<file path="src/rtl/multicycle_control.sv">
// Main control FSM for the multicycle MIPS datapath (add, addi, lw, sw, bgtz, j).
// Define ILLEGAL_TRAP_EN to trap illegal instructions in a HALT state; otherwise they execute as NOPs.
module multicycle_control (
  input  logic       clk,
  input  logic       rst,
  input  logic [5:0] opcode,
  input  logic [5:0] funct,
  input  logic       branch_cond,
  output logic       IorD,
  output logic       MemWrite,
  output logic       IRWrite,
  output logic       RegDst,
  output logic       MemtoReg,
  output logic       RegWrite,
  output logic       ALUSrcA,
  output logic [1:0] ALUSrcB,
  output logic [2:0] ALUControl,
  output logic [1:0] PCSrc,
  output logic       pc_en,
  output logic       instr_done,
`ifdef ILLEGAL_TRAP_EN
  output logic       halted,
`endif
  output logic [3:0] state
);

  localparam logic [3:0] S_IDLE   = 4'd0;
  localparam logic [3:0] S_FETCH  = 4'd1;
  localparam logic [3:0] S_DECODE = 4'd2;
  localparam logic [3:0] S_MEMADR = 4'd3;
  localparam logic [3:0] S_MEMRD  = 4'd4;
  localparam logic [3:0] S_MEMWB  = 4'd5;
  localparam logic [3:0] S_MEMWR  = 4'd6;
  localparam logic [3:0] S_EXEC   = 4'd7;
  localparam logic [3:0] S_ALUWB  = 4'd8;
  localparam logic [3:0] S_ADDIEX = 4'd9;
  localparam logic [3:0] S_ADDIWB = 4'd10;
  localparam logic [3:0] S_BRANCH = 4'd11;
  localparam logic [3:0] S_JUMP   = 4'd12;
`ifdef ILLEGAL_TRAP_EN
  localparam logic [3:0] S_HALT   = 4'd13;
`endif

  localparam logic [5:0] OP_RTYPE = 6'h00;
  localparam logic [5:0] OP_J     = 6'h02;
  localparam logic [5:0] OP_BGTZ  = 6'h07;
  localparam logic [5:0] OP_ADDI  = 6'h08;
  localparam logic [5:0] OP_LW    = 6'h23;
  localparam logic [5:0] OP_SW    = 6'h2b;
  localparam logic [5:0] FN_ADD   = 6'h20;

  logic [3:0] state_next;
  logic [5:0] op_q;
  logic       legal;
  logic       pc_write;
  logic       branch;

  assign legal = (opcode == OP_LW) || (opcode == OP_SW) || (opcode == OP_ADDI) ||
                 (opcode == OP_BGTZ) || (opcode == OP_J) ||
                 ((opcode == OP_RTYPE) && (funct == FN_ADD));

  // State register; op_q freezes the opcode seen in DECODE for the rest of the instruction
  always_ff @(posedge clk) begin
    if (rst) begin
      state <= S_IDLE;
      op_q  <= 6'h00;
    end else begin
      state <= state_next;
      if (state == S_DECODE) op_q <= opcode;
    end
  end

  always_comb begin
    state_next = S_FETCH;
    case (state)
      S_IDLE:   state_next = S_FETCH;
      S_FETCH:  state_next = S_DECODE;
      S_DECODE: begin
        if ((opcode == OP_LW) || (opcode == OP_SW))            state_next = S_MEMADR;
        else if ((opcode == OP_RTYPE) && (funct == FN_ADD))    state_next = S_EXEC;
        else if (opcode == OP_ADDI)                            state_next = S_ADDIEX;
        else if (opcode == OP_BGTZ)                            state_next = S_BRANCH;
        else if (opcode == OP_J)                               state_next = S_JUMP;
`ifdef ILLEGAL_TRAP_EN
        else                                                   state_next = S_HALT;
`else
        else                                                   state_next = S_FETCH;
`endif
      end
      S_MEMADR: state_next = (op_q == OP_LW) ? S_MEMRD : S_MEMWR;
      S_MEMRD:  state_next = S_MEMWB;
      S_EXEC:   state_next = S_ALUWB;
      S_ADDIEX: state_next = S_ADDIWB;
`ifdef ILLEGAL_TRAP_EN
      S_HALT:   state_next = S_HALT;
`endif
      default:  state_next = S_FETCH;
    endcase
  end

  always_comb begin
    IorD       = 1'b0;
    MemWrite   = 1'b0;
    IRWrite    = 1'b0;
    RegDst     = 1'b0;
    MemtoReg   = 1'b0;
    RegWrite   = 1'b0;
    ALUSrcA    = 1'b0;
    ALUSrcB    = 2'b00;
    ALUControl = 3'b000;
    PCSrc      = 2'b00;
    instr_done = 1'b0;
    pc_write   = 1'b0;
    branch     = 1'b0;
`ifdef ILLEGAL_TRAP_EN
    halted     = 1'b0;
`endif
    case (state)
      S_FETCH: begin
        IRWrite    = 1'b1;
        ALUSrcB    = 2'b01;
        ALUControl = 3'b001;
        pc_write   = 1'b1;
      end
      S_DECODE: begin
        ALUSrcB    = 2'b11;
        ALUControl = 3'b001;
`ifndef ILLEGAL_TRAP_EN
        instr_done = ~legal;
`endif
      end
      S_MEMADR, S_ADDIEX: begin
        ALUSrcA    = 1'b1;
        ALUSrcB    = 2'b10;
        ALUControl = 3'b001;
      end
      S_MEMRD: IorD = 1'b1;
      S_MEMWB: begin
        MemtoReg   = 1'b1;
        RegWrite   = 1'b1;
        instr_done = 1'b1;
      end
      S_MEMWR: begin
        IorD       = 1'b1;
        MemWrite   = 1'b1;
        instr_done = 1'b1;
      end
      S_EXEC: begin
        ALUSrcA    = 1'b1;
        ALUControl = 3'b001;
      end
      S_ALUWB: begin
        RegDst     = 1'b1;
        RegWrite   = 1'b1;
        instr_done = 1'b1;
      end
      S_ADDIWB: begin
        RegWrite   = 1'b1;
        instr_done = 1'b1;
      end
      S_BRANCH: begin
        ALUSrcA    = 1'b1;
        ALUControl = 3'b010;
        branch     = 1'b1;
        PCSrc      = 2'b01;
        instr_done = 1'b1;
      end
      S_JUMP: begin
        PCSrc      = 2'b10;
        pc_write   = 1'b1;
        instr_done = 1'b1;
      end
`ifdef ILLEGAL_TRAP_EN
      S_HALT: halted = 1'b1;
`endif
      default: ;
    endcase
    pc_en = pc_write | (branch & branch_cond);
  end

endmodule
</file>
<file path="config.mk">
export PLATFORM = sky130hd
export DESIGN_NAME = multicycle_control
export DESIGN_NICKNAME = d
export VERILOG_FILES = /design/src/rtl/multicycle_control.sv
export SDC_FILE = /design/constraint.sdc
export NUM_CORES = 1
export LEC_CHECK = 0
export BUFFER_PORTS_ARGS = -buffer_cell sky130_fd_sc_hd__buf_2
export CAP_MARGIN = 20
export CORE_UTILIZATION = 49
export DETAILED_ROUTE_END_ITERATION = 10
export PLACE_DENSITY = 0.83
export SLEW_MARGIN = 20
export SYNTH_ARGS = -nofsm -noshare
export SYNTH_HDL_FRONTEND = slang
export SYNTH_SLANG_ARGS = --single-unit
</file>
<file path="constraint.sdc">
create_clock -name clk -period 4.1 [get_ports clk]
set_input_delay 0.205 -clock clk [delete_from_list [all_inputs] [get_ports clk]]
set_output_delay 0.205 -clock clk [all_outputs]
set_load 0.01 [all_outputs]
</file>
==> results.md <==
- Status: completed
- Final ANT Viol Nets: 0
- Layout cell share with drive strength beyond 1: 33.06%
- Synth unique cells: 42
- RSZ-0062 raised after global routing: false
- Simple-Gate Fraction of Synth Area: 33.66%
- Reg2Reg Capture Point: state[2]
- Final Max Slew Viols: 0
- Critical Path RT: 3890 ps
- Setup_tns: 0 ps
- Synth warnings: 0
- Adder-cell share of the synthesized area: 0%
- DR vias/cell: 5.770
- Post-CTS setup buffers: 0
- Worst R2R Start: state[1]
- CP Launch Point: state[1]
- Remaining DRCs: 0
- Sequential-to-total area share from yosys stat: 26.02%
- Worst Path Arrival: 2040 ps
- Routed WL per cell: 13.24 um
- Setup crit end: instr_done
- Syn_nets: 109
- Layout Utilization: 68.78%
- Worst Tran Pin Value: 636.5 ps
- R2r worst-path depth: 4
- IO Pins: 35
- Fmax achieved: 446.2 MHz
- All-Layer GR Usage: 21.31%
- Mux cell area share after synthesis: 9.106%
- Root Buffer: clkbuf_4
- R2R Setup Slk: 2220 ps
- Initial antenna violation count: 0
- N_diodes: 0
- Mapped Cells: 94
- CP bufs+invs: 1
- Cells after DPL: 135
- Critical path's top delay family: simple AND/OR/NAND/NOR gates
- Number of synthesized flops with an enable pin: 0
- H-tree levels: 1
- Die area: 1733 sq um
- Synthesized area: 769.5 sq um
- Nets: 140
- Worst min path class: in -> reg
- Static Leak: 0.4185 nW
- Xor and xnor area share after synthesis: 1.138%
- Global placer's final weighted congestion: 0.7917
- Element type at the critical path start: flop
- CP max-delay cell: nor4b_4
- Hold_buf cts: 0
- Non-Filler Instances: 139
- Worst-path clk slew: 70 ps
- Die H: 41.63 um
- Yosys reg bits: 10
- Synth area leaders: dfxtp_1, mux2i_1, nor2_1
- CTS tree: built
- Top cells by count, synth: nor2_1, dfxtp_1, mux2i_1, nand2b_1
- Synth-to-layout area growth: 23.58%
- Cell taking the most area after synthesis: dfxtp_1
- Cell Pwr Density: 289.2 nW/um^2
- Buffer levels on the longest clock path: 2
- CP cell instances: nor4b_4 -> o31a_2 -> o311ai_1 -> nand2_1 -> buf_2
- Synth Area in Compound Gates: 23.09%
- Post-CTS resize count: 0
- Clock Skew: 1.926 ps
- Max-cap violations: 0
- Worst-Skew Late Latency: 270 ps
- Top-count cell post-synth: nor2_1
- Worst setup EP type: output pin
- Setup CP Type: reg -> out
- Slowest cell delay on critical path: 620 ps
- Total grt overflow: 0
- Design area: 950.9 sq um
- Fin crit period: 2241 ps
- Clk sinks: 10
- First-pass GRT wire length: 2.884 mm
- Post-synth top area share: 26.02%
- HPWL reported at the end of detailed placement: 1.431 mm
- Routed wire length: 1.841 mm
- FP Rows: 13
- Placed inst area: 914.6 sq um
- Period utilization: 54.66%
- Peak supply drop: 0.2311 mV
- Relative slew slack: 57.39%
- Core area: 1383 sq um
- Vias in the first global route: 663
- Initial cell density of the core: 55.66%
- Final Hold Viols: 0
- Main combinational cell family by area after synthesis: simple AND/OR/NAND/NOR gates
- Largest net degree at the start of global routing: 18
- Port Buf Inserts: 33
- Mapped Avg Cell Area: 8.186 sq um
- Total stage count of the critical path: 5
- Fillers: 114
- Vias: 802
- Ys async rst share: 0%
- Max Fanout on Critical Path: 15
- DR pass1 iterations: 4
- Cts bufs inserted: 3
- Ys flop type: dfxtp_1
- 1st-iter DRT viols: 21
- Setup violators final: 0
- Pwr Total: 0.0002750 W
- Die W: 41.63 um
-- where the power goes --
group           total, W  switching (W)  internal [W]
combinational  0.0000715      0.0000366     0.0000349
sequential      0.000113      0.0000109      0.000103
clock          0.0000901      0.0000360     0.0000540
-- stage by stage --
stage / hold slack, ps / setup slack, ps
after floorplan: 351.8 / 2586
after global placement: 479.9 / 2214
after detailed placement: 490.8 / 2156
after CTS: 204.3 / 1843
after global routing: 201.6 / 1671
final: 207.5 / 1859
-- cell type report --
class / instances / area, sq um / share of cell area [%]
multi-input cells: 74 / 519.2 / 54.61
flip-flops and latches: 10 / 200.2 / 21.05
repair buffers: 33 / 165.2 / 17.37
clock buffers: 4 / 36.28 / 3.816
well taps: 15 / 18.77 / 1.974
inverters: 3 / 11.26 / 1.184
-- per-layer routing --
metal	wire, um	vias to the layer above	global-route usage (%)
met3	73	2	3.913
met4	17	0	7.742
met5	0	-	0
li1	-	400	-
met1	812	376	26.53
met2	938	24	36.25
-- cells by family (layout without fill, tap and decap cells) --
family,after synthesis,after routing
AND/OR/NAND/NOR,42,42
multiplexers,7,7
other,1,1
AO/OA/AOI/OAI,23,23
flip-flops,10,10
XOR/XNOR,1,1
buffers and inverters,10,40
-- state kept, by name, summed over array words and instances, names as in the netlist --
| signal | flops |
|---|---|
| op_q | 6 |
| state | 4 |
-- cell usage in the layout, fill, tap and decap left out, types with 3 or more instances in the layout --
cell type  instances
dfxtp_1           10
nand2b_1           7
a211o_1            3
nor2_1            12
nand2_1            4
clkbuf_4           3
inv_1              3
nor3_1             3
mux2i_1            7
buf_2             33
-- how the worst min path moves through the flow --
stage          startpoint  endpoint  slack (ps)  depth (start not counted)
3_5_place_dp          rst  state[1]         490                          2
2_1_floorplan   opcode[5]   op_q[5]         350                          2
6_report              rst  state[1]         210                          2
4_1_cts               rst  state[1]         200                          2
5_1_grt               rst  state[1]         200                          2
3_3_place_gp          rst  state[1]         480                          2
No activity file was read; power rests on OpenSTA's default activity.
